[src/rtl/fetch_pkg.sv]
// Shared types and constants for the instruction fetch unit and its fetch queue.
package fetch_pkg;

    typedef enum logic [1:0] {
        BOOT = 2'd0,
        RUN  = 2'd1,
        HALT = 2'd2
    } fetch_state_e;

    typedef struct packed {
        logic [31:0] pc;
        logic [31:0] instr;
    } fq_entry_t;

    localparam logic [31:0] PC_STEP    = 32'd4;
    localparam logic [31:0] NULL_INSTR = 32'h0000_0000;

endpackage

[src/rtl/instr_fetch_unit_fetch_queue.sv]
// Circular fetch queue holding {pc, instr} pairs; flush dominates push/pop.
module fetch_queue
    import fetch_pkg::*;
#(
    parameter int unsigned ADDR_WIDTH = 32,
    parameter int unsigned INST_WIDTH = 32,
    parameter int unsigned DEPTH      = 2
) (
    input  logic                  clk,
    input  logic                  rst,
    input  logic                  push_i,
    input  logic [ADDR_WIDTH-1:0] push_pc_i,
    input  logic [INST_WIDTH-1:0] push_instr_i,
    input  logic                  pop_i,
    input  logic                  flush_i,
    output logic                  full_o,
    output logic                  valid_o,
    output logic [ADDR_WIDTH-1:0] head_pc_o,
    output logic [INST_WIDTH-1:0] head_instr_o
);

    localparam int unsigned PW = $clog2(DEPTH);
    localparam logic [PW:0] FULL_CNT = (PW+1)'(DEPTH);

    logic [PW-1:0]         head_q, head_d;
    logic [PW-1:0]         tail_q, tail_d;
    logic [PW:0]           count_q, count_d;
    logic [ADDR_WIDTH-1:0] pc_mem_q    [DEPTH];
    logic [INST_WIDTH-1:0] instr_mem_q [DEPTH];
    logic                  do_push;
    logic                  do_pop;

    // A push into a full queue is only legal when the head leaves in the same cycle.
    always_comb begin
        do_pop  = pop_i && (count_q != '0);
        do_push = push_i && ((count_q != FULL_CNT) || do_pop);
    end

    always_comb begin
        head_d  = head_q;
        tail_d  = tail_q;
        count_d = count_q;
        if (flush_i) begin
            head_d  = '0;
            tail_d  = '0;
            count_d = '0;
        end else begin
            if (do_push) begin
                tail_d = tail_q + PW'(1);
            end
            if (do_pop) begin
                head_d = head_q + PW'(1);
            end
            count_d = count_q + (PW+1)'(do_push) - (PW+1)'(do_pop);
        end
    end

    always_ff @(posedge clk or posedge rst) begin
        if (rst) begin
            head_q  <= '0;
            tail_q  <= '0;
            count_q <= '0;
        end else begin
            head_q  <= head_d;
            tail_q  <= tail_d;
            count_q <= count_d;
        end
    end

    always_ff @(posedge clk) begin
        if (do_push && !flush_i) begin
            pc_mem_q[tail_q]    <= push_pc_i;
            instr_mem_q[tail_q] <= push_instr_i;
        end
    end

    always_comb begin
        full_o       = (count_q == FULL_CNT);
        valid_o      = (count_q != '0);
        head_pc_o    = valid_o ? pc_mem_q[head_q]    : '0;
        head_instr_o = valid_o ? instr_mem_q[head_q] : '0;
    end

endmodule

[src/rtl/instr_fetch_unit.sv]
// PC register, fetch FSM and redirect handling in front of a fetch queue to decode.
// Optional FETCH_MISALIGN_TRAP_EN: misaligned redirects halt fetch and set sticky misalign_err.
module instr_fetch_unit
    import fetch_pkg::*;
#(
    parameter int unsigned            ADDR_WIDTH = 32,
    parameter int unsigned            INST_WIDTH = 32,
    parameter logic [ADDR_WIDTH-1:0]  RESET_PC   = '0,
    parameter int unsigned            FQ_DEPTH   = 2
) (
    input  logic                  clk,
    input  logic                  rst,
    output logic [ADDR_WIDTH-1:0] imem_addr,
    input  logic [INST_WIDTH-1:0] imem_instr,
    input  logic                  redirect_valid,
    input  logic [ADDR_WIDTH-1:0] redirect_target,
    output logic                  inst_valid,
    input  logic                  inst_ready,
    output logic [INST_WIDTH-1:0] inst_out,
    output logic [ADDR_WIDTH-1:0] inst_pc,
    output logic                  halted
`ifdef FETCH_MISALIGN_TRAP_EN
    ,
    output logic                  misalign_err
`endif
);

    // Decode handshake: a head entry transfers on any rising edge where inst_valid and
    // inst_ready are both high; inst_valid never depends on inst_ready.

    fetch_state_e          state_q, state_d;
    logic [ADDR_WIDTH-1:0] pc_q, pc_d;
    logic [ADDR_WIDTH-1:0] redirect_pc;
    logic                  pop;
    logic                  q_full;
    logic                  fetch_en;
    logic                  is_null;
    logic                  push;
    logic                  redirect_take;
    logic                  target_bad;

    assign imem_addr   = {2'b00, pc_q[ADDR_WIDTH-1:2]};
    assign redirect_pc = redirect_target & ~ADDR_WIDTH'(2'b11);

`ifdef FETCH_MISALIGN_TRAP_EN
    logic misalign_err_q;

    assign target_bad = (redirect_target[1:0] != 2'b00);

    always_ff @(posedge clk or posedge rst) begin
        if (rst) begin
            misalign_err_q <= 1'b0;
        end else if (redirect_take && target_bad) begin
            misalign_err_q <= 1'b1;
        end
    end

    assign misalign_err = misalign_err_q;
`else
    assign target_bad = 1'b0;
`endif

    // Redirect wins over fetch; a null word ends the fetch stream without being queued.
    always_comb begin
        pop           = inst_valid && inst_ready;
        redirect_take = redirect_valid && (state_q != BOOT);
        is_null       = (imem_instr == INST_WIDTH'(NULL_INSTR));
        fetch_en      = (state_q == RUN) && !redirect_valid && (!q_full || pop);
        push          = fetch_en && !is_null;
    end

    always_ff @(posedge clk or posedge rst) begin
        if (rst) begin
            state_q <= BOOT;
            pc_q    <= RESET_PC;
        end else begin
            state_q <= state_d;
            pc_q    <= pc_d;
        end
    end

    always_comb begin
        state_d = state_q;
        pc_d    = pc_q;
        unique case (state_q)
            BOOT: state_d = RUN;
            RUN: begin
                if (redirect_take) begin
                    state_d = target_bad ? HALT : RUN;
                end else if (fetch_en && is_null) begin
                    state_d = HALT;
                end
            end
            HALT: begin
                if (redirect_take) begin
                    state_d = target_bad ? HALT : RUN;
                end
            end
            default: state_d = BOOT;
        endcase
        if (redirect_take) begin
            if (!target_bad) begin
                pc_d = redirect_pc;
            end
        end else if (push) begin
            pc_d = pc_q + ADDR_WIDTH'(PC_STEP);
        end
    end

    always_comb begin
        halted = (state_q == HALT);
    end

    fetch_queue #(
        .ADDR_WIDTH (ADDR_WIDTH),
        .INST_WIDTH (INST_WIDTH),
        .DEPTH      (FQ_DEPTH)
    ) u_fetch_queue (
        .clk          (clk),
        .rst          (rst),
        .push_i       (push),
        .push_pc_i    (pc_q),
        .push_instr_i (imem_instr),
        .pop_i        (pop),
        .flush_i      (redirect_take),
        .full_o       (q_full),
        .valid_o      (inst_valid),
        .head_pc_o    (inst_pc),
        .head_instr_o (inst_out)
    );

endmodule

[config.mk]
export PLATFORM = sky130hd
export DESIGN_NAME = instr_fetch_unit
export DESIGN_NICKNAME = d
export VERILOG_FILES = /design/src/rtl/fetch_pkg.sv /design/src/rtl/instr_fetch_unit_fetch_queue.sv /design/src/rtl/instr_fetch_unit.sv
export SDC_FILE = /design/constraint.sdc
export NUM_CORES = 1
export LEC_CHECK = 0
export BUFFER_PORTS_ARGS = -buffer_cell sky130_fd_sc_hd__buf_2
export CORE_MARGIN = 5
export CORE_UTILIZATION = 50
export CTS_BUF_LIST = sky130_fd_sc_hd__clkbuf_8
export DETAILED_ROUTE_END_ITERATION = 12
export PLACE_DENSITY_LB_ADDON = 0.05
export SKIP_CTS_REPAIR_TIMING = 1
export SYNTH_ARGS = -nofsm -noshare
export SYNTH_HDL_FRONTEND = slang
export SYNTH_SLANG_ARGS = --single-unit
export TNS_END_PERCENT = 1
[constraint.sdc]
create_clock -name clk -period 9.8 [get_ports clk]
set_clock_uncertainty 0.2 [all_clocks]
set_input_delay 1.47 -clock clk [delete_from_list [all_inputs] [get_ports clk]]
set_output_delay 1.47 -clock clk [all_outputs]
set_load 0.02 [all_outputs]
# ---- After elaboration in Yosys (flattened, before gate mapping)
# Memory sizes are Yosys's and may differ from the RTL's.
# Cells that the tools add are included.
dict set report totals {
  register_bits 38
  latchBits 0
  mem_bits_rw 128
  rom_bits 0
  input_bits 68
  wordCells 56
  n_memories 2
}
# name depth width read_ports rd_ports_with_merged_regs write_ports line
set mem_list {}
lappend mem_list {u_fetch_queue.instr_mem_q 2 32 1 0 1 instr_fetch_unit_fetch_queue.sv:29} ;# logic [INST_WIDTH-1:0] instr_mem_q [DEPTH];
lappend mem_list {u_fetch_queue.pc_mem_q 2 32 1 0 1 instr_fetch_unit_fetch_queue.sv:28} ;# logic [ADDR_WIDTH-1:0] pc_mem_q [DEPTH];
dict set report classes {
  addsub 5
  multipliers 0
  div_mod_pow 0
  order_cmp 0
  n_eq_ne 6
  shift 0
  mux 15
  n_bitwise 0
  reduce_logical 23
}
# cell count
set ops {}
lappend ops {{2-to-1 mux 32 bit} 4}
lappend ops {{adder 32 x 3 -> 32 bit, second input constant} 1}
lappend ops {{zero test 32 bit} 1}
lappend ops {{nonzero test 2 bit} 5}
lappend ops {{logical AND 1 bit} 9}
lappend ops {{2-to-1 mux 2 bit} 4}
lappend ops {{2-to-1 mux 1 bit} 6}
lappend ops {{case mux 2 bit (3 select lines)} 1}
lappend ops {{equality test 2 bit, second input constant} 2}
lappend ops {{zero test 1 bit} 4}
lappend ops {{inequality test 3 x 1 -> 1 bit, second input constant} 1}
lappend ops {{adder 1 bit, second input constant} 2}
lappend ops {{adder 2 x 1 -> 2 bit} 1}
lappend ops {{equality test 2 x 1 -> 1 bit, second input constant} 1}
lappend ops {{zero test 2 bit} 1}
lappend ops {{logical OR 1 bit} 2}
lappend ops {{inequality test 2 x 1 -> 1 bit, second input constant} 1}
lappend ops {{inequality test 2 bit, second input constant} 1}
lappend ops {{AND reduction 2 bit} 1}
lappend ops {{subtractor 2 x 1 -> 2 bit} 1}

# ---- Logic depth before layout (Yosys ltp)
dict set report logic_depth {
  word_depth 9
  depth_mapped 10
}

# ---- By module
# Synthesis repeated with hierarchy kept, for this count alone.
dict set report hier_totals {
  cells_unflattened 524
  hier_area_um2 7054.3
}
# module instances cells_per_inst area_each_um2 seq_area_each_um2
set modules_own_cells {}
lappend modules_own_cells {fetch_queue 1 299 5107.4 3943.8}
lappend modules_own_cells {instr_fetch_unit 1 225 1946.9 800.8}

# ---- Least setup slack after synthesis
# OpenSTA, ideal clock, no wires.
dict set report synth_path {
  path_kind {input to register}
  from {in redirect_valid}
  to {mem u_fetch_queue.instr_mem_q[0][0] (enable)}
  setup_ns 0.484
  arrival_ns 4.851
  path_slack_ns 4.265
  cell_stages 6
  path_cell_list {nor2_1 and3_1 nand2_2 buf_4 buf_4 nor2_1}
}
dict set report synth_between {
  elab_chain_len 8
  elab_cells_between_ends 10
  cone_classes {mux (2); reduce/logical (8)}
}
# element line
set synth_lines {}
lappend synth_lines {{start: declaration} instr_fetch_unit.sv:15} ;# input logic redirect_valid,
lappend synth_lines {{zero test 1 bit} instr_fetch_unit.sv:68} ;# fetch_en = (state_q == RUN) && !redirect_valid && (!q_full || pop);
lappend synth_lines {{logical AND 1 bit (2 in a row)} instr_fetch_unit.sv:68}
lappend synth_lines {{logical AND 1 bit} instr_fetch_unit.sv:69} ;# push = fetch_en && !is_null;
lappend synth_lines {{logical AND 1 bit} instr_fetch_unit_fetch_queue.sv:36} ;# do_push = push_i && ((count_q != FULL_CNT) || do_pop);
lappend synth_lines {{logical AND 1 bit *} instr_fetch_unit_fetch_queue.sv:71} ;# if (do_push && !flush_i) begin
lappend synth_lines {{2-to-1 mux 1 bit *} instr_fetch_unit_fetch_queue.sv:71}
lappend synth_lines {{2-to-1 mux 1 bit (not written as such) *} instr_fetch_unit_fetch_queue.sv:73} ;# instr_mem_q[tail_q] <= push_instr_i;
lappend synth_lines {{end: declaration} instr_fetch_unit_fetch_queue.sv:29}
# Every way passes the cells marked *; elsewhere a longest branch is shown, timed or not.

# ---- Final worst setup path
dict set report layout_path {
  from {in imem_instr[24]}
  to {reg u_fetch_queue.count_q[1]}
}
dict set report layout_between {
  elab_chain_len 7
}
# element line
set layout_lines {}
lappend layout_lines {{start: declaration} instr_fetch_unit.sv:14} ;# input logic [INST_WIDTH-1:0] imem_instr,
lappend layout_lines {{zero test 32 bit} instr_fetch_unit.sv:67} ;# is_null = (imem_instr == INST_WIDTH'(NULL_INSTR));
lappend layout_lines {{zero test 1 bit} instr_fetch_unit.sv:69}
lappend layout_lines {{logical AND 1 bit} instr_fetch_unit.sv:69}
lappend layout_lines {{logical AND 1 bit} instr_fetch_unit_fetch_queue.sv:36}
lappend layout_lines {{adder 2 x 1 -> 2 bit} instr_fetch_unit_fetch_queue.sv:54} ;# count_d = count_q + (PW+1)'(do_push) - (PW+1)'(do_pop);
lappend layout_lines {{subtractor 2 x 1 -> 2 bit} instr_fetch_unit_fetch_queue.sv:54}
lappend layout_lines {{2-to-1 mux 2 bit} instr_fetch_unit_fetch_queue.sv:43} ;# if (flush_i) begin
lappend layout_lines {{via u_fetch_queue.count_d[1]} instr_fetch_unit_fetch_queue.sv:27} ;# logic [PW:0] count_q, count_d;
lappend layout_lines {{end signal: assignment} instr_fetch_unit_fetch_queue.sv:66} ;# count_q <= count_d;
lappend layout_lines {{end: declaration} instr_fetch_unit_fetch_queue.sv:27}
# The timed path passes the listed nets, and every way through them passes these cells.
# A chain may end at the register's enable or synchronous reset.

==> run summary <==
Setup CP Type: input port to flop
Antenna violations before repair: 0
Final cell count without fillers: 866
Ratio of cells with drive above 1 in the final layout: 0.309
Normalized max-slew margin: 0.242
Number of buffers between clock root and the deepest sink: 2
Library cells used by synthesis: 51
Cell area after synthesis: 6890 um2
Final slew viol count: 0
Placed Instances: 834
Final Wtd Congestion: 0.788
Unrepaired setup endpoints after global routing: no
Aggregate global routing overflow: 0
Critical path fanouts, max: 40
Horizontal die dimension: 127 um
Area used by sequential logic in the layout: 4630 um2
Top cells by area in the synthesized netlist: sky130_fd_sc_hd__edfxtp_1 54%, sky130_fd_sc_hd__dfrtp_1 13%, sky130_fd_sc_hd__mux2i_1 9.0%, sky130_fd_sc_hd__nor2_1 4.5%, sky130_fd_sc_hd__a221o_1 1.7%
Most frequent cell after synthesis: sky130_fd_sc_hd__edfxtp_1
Synth top area share: 0.541
Power share of the sequential group: 0.455
Layout net count: 748
H-tree depth: 4
Number of fillers in the final layout: 1124
Required time of the critical path: 9910 ps
Synth async-reset ratio: 0.225
Master of the slowest instance on the critical path: sky130_fd_sc_hd__or4_4
Number of buffer cells added on primary ports: 159
Mapped Cells: 517
DR iter-0 viols: 345
Critical Path, Cell by Cell: buf_2, nor4_1, nand2_1, or4_4, nand2_2, inv_2, ha_1, xor2_1, xnor2_1, nor2_1
Post-synth EDFFs: 124
Fraction of power spent switching nets: 0.366
Number of detailed-routing iterations run before antenna repair: 4
Worst-margin pin slew: 1140 ps
Post-layout util: 0.616
Mean instance size in the synthesized netlist: 13.3 um2
Routed wire length per instance: 18.3 um
Footprint of the multi-input gates: 2120 um2
Total wirelength of the detailed-routed design: 15.8 mm
Top_reg_cell synth: sky130_fd_sc_hd__edfxtp_1
Wire length of the first global-routing pass: 25.4 mm
Number of hold violations in the final report: 0
Worst setup slack after placement: 5170 ps
Pwr per Cell Area: 259 nW/um2
Clock network power share: 0.228
Initial core utilization: 0.514
Power share of the combinational group: 0.317
Final worst-path setup slack: 5650 ps
Commonest cells in the netlist: 124 x sky130_fd_sc_hd__edfxtp_1, 82 x sky130_fd_sc_hd__nor2_1, 62 x sky130_fd_sc_hd__mux2i_1
Largest vdd supply drop: 0.119 mV
Final total negative setup slack: 0 ps
DP Area: 7850 um2
Post-DR vias/cell: 5.47
Slowest stage delay, CP: 580 ps
Inserted Clock Buffers: 17
Worst Hold Margin: 361 ps
Lkg Pwr: 3.29 nW
Switching power: 0.780 mW
GRT Total Usage: 0.200
Total design power: 2.13 mW
Cell-internal power: 1.35 mW
Run status: completed
Via count: 4734
Maximum number of pins on one net before global-route repair: 64
CTS sink count: 160
Core area: 13400 um2
Number of I/O pins: 166
Sequential cell area fraction in the yosys report: 0.671
Die outline height: 127 um
Finished Cell Area: 8250 um2
Library cell occupying the most area in the post-synthesis netlist: sky130_fd_sc_hd__edfxtp_1
Hold Path Class: flop to flop
Number of warnings printed during yosys synthesis: 0
CTS tree: done
Sum of net half-perimeters after detailed placement: 10.5 mm
Post-synthesis to final-layout area growth: 19.7%
Clock input transition at the sequential cells of the worst setup and hold paths: 80 ps
Via count of the first global-routing pass: 4927
Crit start category: input port
Post-synthesis register bit count: 160
Count of antenna diodes in the layout: 0
# Max-Cap Violations: 0
Type of element capturing the critical path: flop
Remaining antenna violation count after routing: 0
DRC errors left: 0
Ratio of final minimum period to clock period: 0.424
FMAX: 0.241 GHz
Arrival time worst endpoint: 4260 ps
Cell at the root of the clock tree: sky130_fd_sc_hd__clkbuf_8
Count of final setup violators: 0
Number of cell rows: 42
Clock insertion delay at the later pin of the skew report: 440 ps
Full die area: 16200 um2
Fin crit period: 4150 ps
cells in the final DEF (no fill, tap or decap), types with 2 or more instances in the layout:
master and count:
sky130_fd_sc_hd__ha_1 3, sky130_fd_sc_hd__a221o_1 12, sky130_fd_sc_hd__or4_1 2, sky130_fd_sc_hd__xnor2_1 3, sky130_fd_sc_hd__nand4_1 6, sky130_fd_sc_hd__nor3b_1 3
sky130_fd_sc_hd__clkbuf_8 18, sky130_fd_sc_hd__buf_4 6, sky130_fd_sc_hd__a21oi_1 3, sky130_fd_sc_hd__o211ai_1 2, sky130_fd_sc_hd__nor2_4 2, sky130_fd_sc_hd__nor2_1 79
sky130_fd_sc_hd__mux2i_1 62, sky130_fd_sc_hd__inv_1 14, sky130_fd_sc_hd__nor4_1 15, sky130_fd_sc_hd__clkinv_2 2, sky130_fd_sc_hd__and3_1 9, sky130_fd_sc_hd__nor3_1 11
sky130_fd_sc_hd__conb_1 4, sky130_fd_sc_hd__nand2_1 22, sky130_fd_sc_hd__a211oi_1 2, sky130_fd_sc_hd__o21ai_0 18, sky130_fd_sc_hd__buf_2 159, sky130_fd_sc_hd__bufinv_16 3
sky130_fd_sc_hd__o31ai_1 3, sky130_fd_sc_hd__edfxtp_1 124, sky130_fd_sc_hd__a21o_1 13, sky130_fd_sc_hd__and4_1 2, sky130_fd_sc_hd__dfrtp_1 35, sky130_fd_sc_hd__and2_1 3
sky130_fd_sc_hd__a221o_2 7, sky130_fd_sc_hd__o311ai_0 2, sky130_fd_sc_hd__clkinvlp_4 4, sky130_fd_sc_hd__nand3_1 15
cell type report:
class,count,share of cell area
Sequential cell,160,0.561
Tap cell,176,0.0267
Multi-Input combinational cell,322,0.257
Clock buffer,18,0.0300
Timing Repair Buffer,165,0.102
Clock inverter,14,0.0187
Inverter,11,0.00501
worst max-delay path, delay by kind of cell:
kind                     cells  cell delay [ps]
buffers and inverters        2              470
adder cells (fa/ha/maj)      1              300
XOR/XNOR                     2              310
AND/OR/NAND/NOR              5             1710
final timing paths:
path,endpoint,cells past startpoint,slack [ps],startpoint
setup / recovery,u_fetch_queue.count_q[1]$_DFF_PP0_,10,5650,imem_instr[24]
hold / removal,u_fetch_queue.tail_q$_DFFE_PP0P_,1,360,u_fetch_queue.tail_q$_DFFE_PP0P_
setup reg to reg,u_fetch_queue.instr_mem_q[0][10]$_DFFE_PP_,5,6560,state_q[1]$_DFFE_PP0P_
hold reg to reg,u_fetch_queue.tail_q$_DFFE_PP0P_,1,360,u_fetch_queue.tail_q$_DFFE_PP0P_
max in group asynchronous,u_fetch_queue.head_q$_DFFE_PP0P_,3,8080,rst
min in group asynchronous,pc_q[7]$_DFFE_PP0P_,3,930,rst
registers in the layout, indices dropped and copies added, names as in the netlist:
name and cells:
pc_q 30, u_fetch_queue.pc_mem_q 60, u_fetch_queue.count_q 2, u_fetch_queue.instr_mem_q 64
state_q 2, u_fetch_queue.head_q 1, u_fetch_queue.tail_q 1
per-layer routing:
| layer | wire, um | vias up | global-route usage |
|---|---|---|---|
| li1 | - | 2264 | - |
| met1 | 6780 | 2298 | 0.254 |
| met2 | 7810 | 150 | 0.334 |
| met3 | 971 | 22 | 0.0526 |
| met4 | 276 | 0 | 0.0688 |
| met5 | 0 | - | 0 |
power by group through the flow:
stage | Sequential (mW) | Combinational [mW] | Clock [mW]
2_1_floorplan | 0.946 | 0.475 | 0
3_3_place_gp | 0.979 | 0.681 | 0
3_5_place_dp | 0.986 | 0.688 | 0
4_1_cts | 0.972 | 0.689 | 0.496
5_1_grt | 0.987 | 0.738 | 0.526
6_report | 0.970 | 0.677 | 0.486
cell families after synthesis:
family,synth area share
multiplexers,0.0901
flip-flops,0.671
other,0.000544
AND/OR/NAND/NOR,0.121
AO/OA/AOI/OAI,0.0805
XOR/XNOR,0.00509
buffers and inverters,0.0258
adder cells (fa/ha/maj),0.00545
Power figures use the tool's default switching activity.
